--- src/rtl/alu_instr_sequencer.sv ---
// alu_instr_sequencer
//   Moore control sequencer for instruction fetch and register-to-register
//   ALU instructions. It walks T-states, decodes IR at the end of T2 and
//   drives one-hot datapath strobes from the registered state and latched
//   decode only.
//
//   Optional feature: define SEQ_MULDIV_EN to build the MUL/DIV path
//   (state T6, HIin/LOin/Zhighout, alu_done wait). Without it, MUL/DIV
//   opcodes are illegal and alu_done is ignored.
//
//   Ports
//     Clock, reset      rising-edge clock, async active-low reset
//     run               keep fetching/executing while high
//     mem_rdy           memory read complete (sampled in T1)
//     alu_done          multi-cycle ALU result valid (sampled in MUL/DIV T4)
//     IRVal             instruction register contents
//     PCout..LOin       single-bit datapath strobes
//     GPRin, GPRout     one-hot register write/read selects
//     alu_op            one-hot ALU op: ADD,SUB,MUL,DIV,SHR,SHL,ROR,ROL,
//                       AND,OR,NEGATE,NOT (bit 0 = ADD)
//     busy/done/illegal status; state = debug view of the state register
module alu_instr_sequencer #(
   parameter int BITS      = 32,
   parameter int REGISTERS = 16
) (
   input  logic                 Clock,
   input  logic                 reset,
   input  logic                 run,
   input  logic                 mem_rdy,
   input  logic                 alu_done,
   input  logic [BITS-1:0]      IRVal,
   output logic                 PCout,
   output logic                 MARin,
   output logic                 IncPC,
   output logic                 RZin,
   output logic                 Read,
   output logic                 PCin,
   output logic                 MDRin,
   output logic                 IRin,
   output logic                 MDRout,
   output logic                 RYin,
   output logic                 Zlowout,
   output logic                 Zhighout,
   output logic                 HIin,
   output logic                 LOin,
   output logic [REGISTERS-1:0] GPRin,
   output logic [REGISTERS-1:0] GPRout,
   output logic [11:0]          alu_op,
   output logic                 busy,
   output logic                 done,
   output logic                 illegal,
   output logic [3:0]           state
);

   typedef enum logic [3:0] {
      S_IDLE = 4'd0,
      S_T0   = 4'd1,
      S_T1   = 4'd2,
      S_T2   = 4'd3,
      S_T3   = 4'd4,
      S_T4   = 4'd5,
      S_T5   = 4'd6,
`ifdef SEQ_MULDIV_EN
      S_T6   = 4'd7,
`endif
      S_ILL  = 4'd8
   } state_t;

   typedef enum logic [1:0] {
      K_3R = 2'd0,   // Ra <- Rb op Rc
      K_MD = 2'd1,   // HI:LO <- Ra op Rb
      K_UN = 2'd2    // Ra <- op Rb
   } kind_t;

   localparam logic [4:0]           NREG = 5'(REGISTERS);
   localparam logic [REGISTERS-1:0] ONE  = REGISTERS'(1);

   state_t      state_q, state_d;
   kind_t       kind_q, kind_d;
   logic [3:0]  ra_q, ra_d, rb_q, rb_d, rc_q, rc_d;
   logic [11:0] op_q, op_d;

   // IR field decode, only consumed while in T2
   logic [4:0]  opc;
   logic [3:0]  ir_ra, ir_rb, ir_rc;
   logic [11:0] dec_op;
   kind_t       dec_kind;
   logic        dec_ok, use_rc, legal;

`ifdef SEQ_MULDIV_EN
   logic unused_ir;
   assign unused_ir = ^IRVal[14:0];
`else
   logic unused_in;
   assign unused_in = ^{IRVal[14:0], alu_done};
`endif

   assign opc   = IRVal[31:27];
   assign ir_ra = IRVal[26:23];
   assign ir_rb = IRVal[22:19];
   assign ir_rc = IRVal[18:15];

   always_comb begin
      dec_op   = '0;
      dec_kind = K_3R;
      dec_ok   = 1'b1;
      use_rc   = 1'b0;
      case (opc)
         5'd3:  begin dec_op = 12'h001; use_rc = 1'b1; end  // ADD
         5'd4:  begin dec_op = 12'h002; use_rc = 1'b1; end  // SUB
         5'd5:  begin dec_op = 12'h010; use_rc = 1'b1; end  // SHR
         5'd6:  begin dec_op = 12'h020; use_rc = 1'b1; end  // SHL
         5'd7:  begin dec_op = 12'h040; use_rc = 1'b1; end  // ROR
         5'd8:  begin dec_op = 12'h080; use_rc = 1'b1; end  // ROL
         5'd9:  begin dec_op = 12'h100; use_rc = 1'b1; end  // AND
         5'd10: begin dec_op = 12'h200; use_rc = 1'b1; end  // OR
`ifdef SEQ_MULDIV_EN
         5'd14: begin dec_op = 12'h004; dec_kind = K_MD; end
         5'd15: begin dec_op = 12'h008; dec_kind = K_MD; end
`endif
         5'd16: begin dec_op = 12'h400; dec_kind = K_UN; end
         5'd17: begin dec_op = 12'h800; dec_kind = K_UN; end
         default: dec_ok = 1'b0;
      endcase
      // Rc only matters for the three-register form
      legal = dec_ok && ({1'b0, ir_ra} < NREG) && ({1'b0, ir_rb} < NREG)
              && (!use_rc || ({1'b0, ir_rc} < NREG));
   end

   // Decode is captured on the T2 exit edge and then held, so IR may change
   // freely while the instruction executes.
   always_comb begin
      kind_d = kind_q;
      ra_d   = ra_q;
      rb_d   = rb_q;
      rc_d   = rc_q;
      op_d   = op_q;
      if (state_q == S_T2 && legal) begin
         kind_d = dec_kind;
         ra_d   = ir_ra;
         rb_d   = ir_rb;
         rc_d   = ir_rc;
         op_d   = dec_op;
      end
   end

   always_ff @(posedge Clock or negedge reset) begin
      if (!reset) begin
         state_q <= S_IDLE;
         kind_q  <= K_3R;
         ra_q    <= '0;
         rb_q    <= '0;
         rc_q    <= '0;
         op_q    <= '0;
      end else begin
         state_q <= state_d;
         kind_q  <= kind_d;
         ra_q    <= ra_d;
         rb_q    <= rb_d;
         rc_q    <= rc_d;
         op_q    <= op_d;
      end
   end

   // Next state and Moore outputs
   always_comb begin
      state_d  = state_q;
      PCout    = 1'b0;
      MARin    = 1'b0;
      IncPC    = 1'b0;
      RZin     = 1'b0;
      Read     = 1'b0;
      PCin     = 1'b0;
      MDRin    = 1'b0;
      IRin     = 1'b0;
      MDRout   = 1'b0;
      RYin     = 1'b0;
      Zlowout  = 1'b0;
      Zhighout = 1'b0;
      HIin     = 1'b0;
      LOin     = 1'b0;
      GPRin    = '0;
      GPRout   = '0;
      alu_op   = '0;
      done     = 1'b0;
      illegal  = 1'b0;
      busy     = (state_q != S_IDLE);
      state    = state_q;
      case (state_q)
         S_IDLE: if (run) state_d = S_T0;
         S_T0: begin
            PCout = 1'b1; MARin = 1'b1; IncPC = 1'b1; RZin = 1'b1;
            state_d = S_T1;
         end
         S_T1: begin
            Zlowout = 1'b1; PCin = 1'b1; Read = 1'b1; MDRin = 1'b1;
            if (mem_rdy) state_d = S_T2;
         end
         S_T2: begin
            MDRout = 1'b1; IRin = 1'b1;
            state_d = legal ? S_T3 : S_ILL;
         end
         S_T3: begin
            GPRout  = ONE << ((kind_q == K_MD) ? ra_q : rb_q);
            state_d = S_T4;
            if (kind_q == K_UN) begin
               alu_op = op_q; RZin = 1'b1;
            end else begin
               RYin = 1'b1;
            end
         end
         S_T4: begin
            if (kind_q == K_UN) begin
               Zlowout = 1'b1; GPRin = ONE << ra_q; done = 1'b1;
               state_d = run ? S_T0 : S_IDLE;
            end else begin
               GPRout = ONE << ((kind_q == K_MD) ? rb_q : rc_q);
               alu_op = op_q; RZin = 1'b1;
               if (kind_q == K_3R) state_d = S_T5;
`ifdef SEQ_MULDIV_EN
               else if (alu_done) state_d = S_T5;
`endif
            end
         end
         S_T5: begin
            Zlowout = 1'b1;
`ifdef SEQ_MULDIV_EN
            if (kind_q == K_MD) begin
               LOin = 1'b1; state_d = S_T6;
            end else begin
               GPRin = ONE << ra_q; done = 1'b1;
               state_d = run ? S_T0 : S_IDLE;
            end
`else
            GPRin = ONE << ra_q; done = 1'b1;
            state_d = run ? S_T0 : S_IDLE;
`endif
         end
`ifdef SEQ_MULDIV_EN
         S_T6: begin
            Zhighout = 1'b1; HIin = 1'b1; done = 1'b1;
            state_d = run ? S_T0 : S_IDLE;
         end
`endif
         S_ILL: begin
            illegal = 1'b1;
            state_d = run ? S_T0 : S_IDLE;
         end
         default: state_d = S_IDLE;
      endcase
`ifndef SEQ_MULDIV_EN
      alu_op[3:2] = 2'b00;
`endif
   end

endmodule

--- config.mk ---
export PLATFORM = sky130hd
export DESIGN_NAME = alu_instr_sequencer
export DESIGN_NICKNAME = d
export VERILOG_FILES = /design/src/rtl/alu_instr_sequencer.sv
export SDC_FILE = /design/constraint.sdc
export NUM_CORES = 1
export LEC_CHECK = 0
export CAP_MARGIN = 20
export CORE_MARGIN = 8
export CORE_UTILIZATION = 36
export CTS_BUF_LIST = sky130_fd_sc_hd__clkbuf_4 sky130_fd_sc_hd__clkbuf_8 sky130_fd_sc_hd__clkbuf_16
export CTS_CLUSTER_SIZE = 24
export DETAILED_ROUTE_END_ITERATION = 10
export GPL_TIMING_DRIVEN = 0
export HOLD_SLACK_MARGIN = 0.08
export PLACE_DENSITY_LB_ADDON = 0.15
export SLEW_MARGIN = 20
export SYNTH_ARGS = -nofsm -noshare
export SYNTH_HDL_FRONTEND = slang
export SYNTH_SLANG_ARGS = --single-unit
--- constraint.sdc ---
create_clock -name Clock -period 1.7 [get_ports Clock]
set_clock_uncertainty 0.2 [all_clocks]
set_input_delay 0.17 -clock Clock [delete_from_list [all_inputs] [get_ports Clock]]
set_output_delay 0.17 -clock Clock [all_outputs]
set_load 0.02 [all_outputs]
==> results of run 1 <==
-- placed cells by master (no fill, tap or decap), drive strengths merged, types with 6 or more instances in the layout --
cell	n
o32ai	6
inv	8
mux2	19
nor2	10
nand2	13
buf	127
nand2b	11
clkdlybuf4s50	14
and3	6
clkbuf	12
a21oi	7
o22ai	10
dfrtp	27
nand3b	6
and2	7
nor4	9
nor3	17
-- sequential cells by signal, indices dropped and copies added, names as in the netlist --
signal	count
op_q	10
ra_q	4
rb_q	4
rc_q	4
state	4
kind_q	1
-- through the flow --
stage          power (uW)  cell area (sq um)  std cells
2_1_floorplan        3210               2390        221
3_3_place_gp         4000               3260        369
3_5_place_dp         4060               3260        369
4_1_cts              5520               4020        409
5_1_grt              6660               4350        426
6_report             6380               4350        426
-- worst min-delay path, stage by stage --
cell and delay (ps):
sky130_fd_sc_hd__clkbuf_2 190, sky130_fd_sc_hd__or4b_4 170, sky130_fd_sc_hd__o21ai_2 40
-- cell type report --
| cell class | instances | area [sq um] |
|---|---|---|
| clock inverter | 1 | 5.00 |
| sequential | 27 | 681 |
| multi-input combinational | 159 | 1860 |
| buffer | 24 | 248 |
| timing repair buffer | 134 | 1390 |
| tap | 70 | 87.6 |
| clock buffer | 3 | 41.3 |
| fill | 272 | 786 |
| inverter | 8 | 37.5 |
-- what timing repair did --
action / CTS / global route
resized for setup: 421 / 64
buffers inserted: 34 / 22
hold buffers: 1 / 0
endpoints found under the setup margin: 82 / 83
gates cloned: 2 / 1
pin swaps: 23 / 15
endpoints found under the hold margin: 27 / 0
-- kinds of logic after synthesis --
| group | count (synthesis) |
|---|---|
| xor+xnor | 2 |
| buf+inv | 35 |
| mux | 19 |
| flops | 27 |
| other cells | 1 |
| compound gates | 35 |
| simple gates | 98 |
-- worst paths after layout --
| path | from | end | slack (ps) | cells past startpoint |
|---|---|---|---|---|
| max | state[1] | GPRout[12] | -650 | 7 |
| min | IRVal[29] | op_q[9] | 120 | 3 |
| max reg2reg | state[3] | rc_q[2] | -340 | 7 |
| min reg2reg | op_q[6] | op_q[6] | 330 | 1 |
| max in group asynchronous | reset | state[0] | 580 | 2 |
| min in group asynchronous | reset | op_q[8] | 260 | 2 |
-- routing by layer --
| metal | up-vias | GRT usage (%) | wire length [um] |
|---|---|---|---|
| met4 | 0 | 3.93 | 263 |
| li1 | 1055 | - | - |
| met1 | 1186 | 23.8 | 3700 |
| met3 | 26 | 3.49 | 659 |
| met5 | - | 0 | 0 |
| met2 | 103 | 37.0 | 4750 |
-- report_power, final --
part	internal, uW	switching, uW	leakage (uW)
Combinational	2280	2530	0.00148
Sequential	898	295	0.000342
Clock	165	212	0.0000255
==> metrics.txt, run 1 <==
number of hold violations in the final report=0; proportion of netlist area held by the largest area contributor=between 30% and 40%; GR Overflow Total=0; Buffers on Ports=78; clock tree from TritonCTS=built; standard cell with the maximum stage delay on the critical path=sky130_fd_sc_hd__dfrtp_2; Synth Area per Inst=8.94 sq um; chip height=approximately 90 um; number of routed nets with antenna violations=0; final standard cell utilization of the core=between 80% and 90%; cell area after synthesis=a little under 2000 sq um; crit path max fanout=7; cell type contributing the most total cell area after synthesis=sky130_fd_sc_hd__dfrtp_1; most frequent cell after synthesis=sky130_fd_sc_hd__dfrtp_1; adder-cell area share of the yosys netlist=0%; Nets=roughly 400; sequential fraction of the synthesis area=between 30% and 40%; ys async rst share=100%; top cells by area in the synthesized netlist=sky130_fd_sc_hd__dfrtp_1, sky130_fd_sc_hd__mux2_2, sky130_fd_sc_hd__nor3_1; Worst Hold Class=in2reg; Die Span X=just under 90 um; cell repeated most along the worst path=sky130_fd_sc_hd__buf_6; required time at the worst-slack endpoint=~1300 ps; worst-margin pin slew=between 700 and 800 ps; arrival time at the worst endpoint=between 1500 and 2000 ps; compound-gate portion of the synthesized area=about 13%; vias in the first global route=2419; starting density of the core=37.7%; signed area change from the synthesized netlist to the final layout=125%; fraction of synthesized area in multiplexers=between 10 and 15%; Pre-Repair DR Iteration Count=4; final worst hold slack=between 100 and 150 ps; number of max-capacitance violations reported=0; number of standard-cell rows in the floorplan=26; pin count of the biggest net entering global routing=28; Slew HR=a little under half; RSZ-0062 raised after global routing=yes; most frequent cells after synthesis=sky130_fd_sc_hd__dfrtp_1, sky130_fd_sc_hd__mux2_2, sky130_fd_sc_hd__nor3_1, sky130_fd_sc_hd__nand2_1; min cycle time layout=roughly 2300 ps; Ys Warns=0; final worst path period share=138%; fin. max-slew vios=0; core area=5140 sq um; PwrDens=about 1500 nW/um^2; master cell of the clock root buffer=sky130_fd_sc_hd__clkbuf_8; number of antenna violations at the first check in global routing=0; number of DRC violations after detailed routing=0; WL/cell=~22 um; element type at the critical path end=output port; fraction of final layout cells with drive strength greater than 1=69.1%; Die Footprint=between 7000 and 8000 sq um; status=finished with violations; crit path launch type=flip-flop; Cell variety after synth=40; diode insertion count for antenna repair=0; first-pass GRT wire length=between 10000 and 15000 um; CTS buffer count=3; wirelength, routed=between 9000 and 10000 um; endpoints failing setup=a little over 80; H-tree depth=1; kind of cell adding the most delay to the critical path=buffers and inverters; number of standard cells after synthesis=217; gpl congestion=approximately 0.8; total clock sinks=27; io pins=102; Post-Synth XOR/XNOR Area=0.903%; failing checks=setup timing; global-route usage over all layers=between 20% and 30%; number of buffers on the longest clock path=2; Clock Latency Late Sink=280 ps; Setup WS post-layout=-646 ps; static power due to leakage=roughly 0.0018 uW; HPWL Detailed=roughly 4700 um; vias=2370; mean number of vias per cell=5.56; number of flops mapped to enable cells by yosys=0; Worst Setup Path Type=reg2out; IR drop worst, VDD=roughly 0.001 V; post-route setup TNS=-32070 ps; list of cells traversed by the critical path=clkbuf_16, buf_8, nor3_4, nand3b_1, buf_6, o32ai_4, buf_6; pre-CTS WS=-1040 ps; Primary FF master, synth=sky130_fd_sc_hd__dfrtp_1; number of synthesized register bits=27; buffer and inverter count on the worst path=4; post-synthesis simple-gate area fraction=a little under 30%; dominant combinational cell family by area after synthesis=simple AND/OR/NAND/NOR gates; Iteration-0 DRC Markers=~180; stage delay of the slowest cell on the critical path=approximately 440 ps; clock-pin slew on the worst setup and hold paths=100 ps; Max Freq=between 0.4 and 0.5 GHz
No activity file was read; power rests on OpenSTA's default activity.
==> run 2, diff against run 1 <==
--- a/config.mk
+++ b/config.mk
@@ -7,7 +7,7 @@
 export LEC_CHECK = 0
 export CAP_MARGIN = 20
 export CORE_MARGIN = 8
-export CORE_UTILIZATION = 36
+export CORE_UTILIZATION = 40
 export CTS_BUF_LIST = sky130_fd_sc_hd__clkbuf_4 sky130_fd_sc_hd__clkbuf_8 sky130_fd_sc_hd__clkbuf_16
 export CTS_CLUSTER_SIZE = 24
 export DETAILED_ROUTE_END_ITERATION = 10
==> constraint.sdc (replaced) <==
create_clock -name Clock -period 2.5 [get_ports Clock]
set_clock_uncertainty 0.2 [all_clocks]
set_input_delay 0.25 -clock Clock [delete_from_list [all_inputs] [get_ports Clock]]
set_output_delay 0.25 -clock Clock [all_outputs]
set_load 0.02 [all_outputs]
==> run 2 against run 1 <==
  * The run now ends clean
  * Non-clock buffer count down 49
  * Sequential cell count unchanged
  * Via count down 19%
  * Sequential share of layout area up 7.7 points
  * Sequential power down 36%
  * Combinational power down 65%
  * Critical path depth down 1
  * Critical endpoint is now GPRin[7]
  * Setup slack better by 710 ps
  * First-iteration DRC count down 66%
  * Critical path type unchanged
  * Cell count down 15%
==> metrics.txt, run 2 (same netlist as run 1, synthesis figures left out) <==
total instance count after detailed placement=353 (-4.3%); Clock Latency Late Sink=270 ps (about the same); pin count of the biggest net entering global routing=28 (unchanged); RSZ-0062 raised after global routing=yes; H-tree depth=1 (unchanged); crit path launch type=flip-flop; Die Footprint=7330 sq um (-8.2%); endpoints failing setup=0 (-100%); required time at the worst-slack endpoint=2050 ps (+720 ps); flip-flop count of the largest register after layout=10 (unchanged); status=completed; fraction of final layout cells with drive strength greater than 1=33.2% (-36 points); fin. max-slew vios=0 (unchanged); vias=1928 (-19%); Die Span X=85.6 um (-4.2%); number of standard-cell rows in the floorplan=25 (-3.8%); GR Overflow Total=0 (unchanged); total clock sinks=27 (unchanged); diode insertion count for antenna repair=0 (unchanged); final worst path period share=97.3%; Worst Setup Path Type=reg2out; mean number of vias per cell=5.34 (-4.0%); HPWL Detailed=4320 um (-8.1%); number of max-capacitance violations reported=0 (unchanged); element type at the critical path end=output port; Iteration-0 DRC Markers=61 (-66%); most frequent standard cell in the layout excluding fill and tap cells=sky130_fd_sc_hd__clkdlybuf4s50_1; number of buffers on the longest clock path=2 (unchanged); number of antenna violations at the first check in global routing=0 (unchanged); CTS buffer count=3 (unchanged); number of routed nets with antenna violations=0 (unchanged); clock-pin slew on the worst setup and hold paths=90 ps (about the same); starting density of the core=41.3% (+3.6 points); largest register by flop count=op_q; Max Freq=0.411 GHz; IR drop worst, VDD=0.000382 V (-62%); clock tree from TritonCTS=built; Setup WS post-layout=67.4 ps (+713 ps); signed area change from the synthesized netlist to the final layout=49.5%; total of fill cells in the finished design=427 (+57%); WL/cell=15.9 um (-28%); final worst hold slack=184 ps (+67.7 ps); core area=4690 sq um (-8.7%); Worst Hold Class=in2reg; crit path max fanout=10 (+3); Nets=345 (-12%); non-filler cells, final=361 (-15%); vias in the first global route=1853 (-23%); gpl congestion=0.814 (+1.9%); arrival time at the worst endpoint=1980 ps (about the same); min cycle time layout=approximately 2400 ps; chip height=85.6 um (-4.2%); pre-CTS WS=-412 ps (+631 ps); io pins=102 (unchanged); global-route usage over all layers=15.1% (-5.1 points); Slew HR=58.6% (+12 points); master cell of the clock root buffer=sky130_fd_sc_hd__clkbuf_8; first-pass GRT wire length=9230 um (-27%); leading cell types in the layout, fill and taps excluded=sky130_fd_sc_hd__clkdlybuf4s50_1, sky130_fd_sc_hd__dfrtp_1, sky130_fd_sc_hd__dlygate4sd2_1, sky130_fd_sc_hd__mux2_2, sky130_fd_sc_hd__buf_4; Pre-Repair DR Iteration Count=4 (unchanged); worst-margin pin slew=621 ps (-166 ps); number of hold violations in the final report=0 (unchanged); number of DRC violations after detailed routing=0 (unchanged); Buffers on Ports=78 (unchanged); static power due to leakage=0.00138 uW (-25%); PwrDens=934 nW/um^2 (-36%); wirelength, routed=5740 um (-39%)
## run 2: changes by cell type in the layout (fill, tap and decap cells not counted), moves of 9 or more
| cell | delta |
|---|---|
| sky130_fd_sc_hd__buf_6 | -83 |
| sky130_fd_sc_hd__mux2_2 | +18 |
| sky130_fd_sc_hd__mux2_4 | -18 |
| sky130_fd_sc_hd__buf_4 | -17 |
| sky130_fd_sc_hd__dlygate4sd2_1 | +15 |
| sky130_fd_sc_hd__clkbuf_2 | +14 |
| sky130_fd_sc_hd__clkdlybuf4s50_1 | +14 |
| sky130_fd_sc_hd__nor3_4 | -11 |
| sky130_fd_sc_hd__o22ai_1 | +10 |
| sky130_fd_sc_hd__nor3_1 | +9 |
## run 2: final cells by class
cell class              instances  area [sq um]  area share (%)
plain buffers                  25           185            6.39
flip-flops and latches         27           677            23.3
inverters                       8          30.0            1.04
repair buffers                 84           691            23.8
clock buffers                   4          48.8            1.68
well taps                      54          67.6            2.33
multi-input cells             159          1200            41.4
## run 2: final timing paths
check                      depth (start not counted)      start   endpoint  slack (ps)
max reg2reg                                        5   state[2]    op_q[6]         570
max                                                6   state[1]   GPRin[7]          70
max in group asynchronous                          2      reset  kind_q[1]        1340
min                                                4  IRVal[28]   op_q[11]         180
min reg2reg                                        1    op_q[7]    op_q[7]         310
min in group asynchronous                          2      reset    op_q[5]         320
## run 2: timing repair
item	4_1_cts	5_1_grt
endpoints found under the hold margin	27	0
gates cloned	0	0
setup buffers	3	2
endpoints found under the setup margin	52	34
pin swaps	2	2
hold buffers	1	0
resized for setup	91	66
## run 2: metrics by stage
| stage | TNS [ps] | total power [uW] | instance area [sq um] | util (%) |
|---|---|---|---|---|
| final | 0 | 2710 | 2900 | 61.8 |
| after global routing | -159 | 2910 | 2900 | 61.8 |
| after floorplan | -841 | 1790 | 1970 | - |
| after global placement | -9040 | 2290 | 2820 | 60.0 |
| after detailed placement | -9800 | 2320 | 2810 | 59.9 |
| after CTS | -4.83 | 2660 | 2940 | 62.7 |
## run 2: where the power goes
part	internal [uW]	leakage [uW]	switching [uW]
Sequential	606	0.000346	156
Clock	125	0.0000262	133
Combinational	765	0.00101	922
Total	1500	0.00138	1210
## run 2: routing by layer
layer	GRT usage, %	vias to the layer above	routed length, um
met5	0	-	0
met4	3.34	0	46
met3	4.68	5	423
met2	25.0	69	2790
met1	18.6	902	2490
li1	-	952	-
## run 2: critical path, cell delays in order, from the launching register on
cell and delay [ps]:
sky130_fd_sc_hd__dfrtp_1 440, sky130_fd_sc_hd__buf_4 210, sky130_fd_sc_hd__nand3b_1 210, sky130_fd_sc_hd__a21oi_4 340, sky130_fd_sc_hd__nand2_4 120, sky130_fd_sc_hd__nor3_2 120, sky130_fd_sc_hd__clkdlybuf4s15_2 280
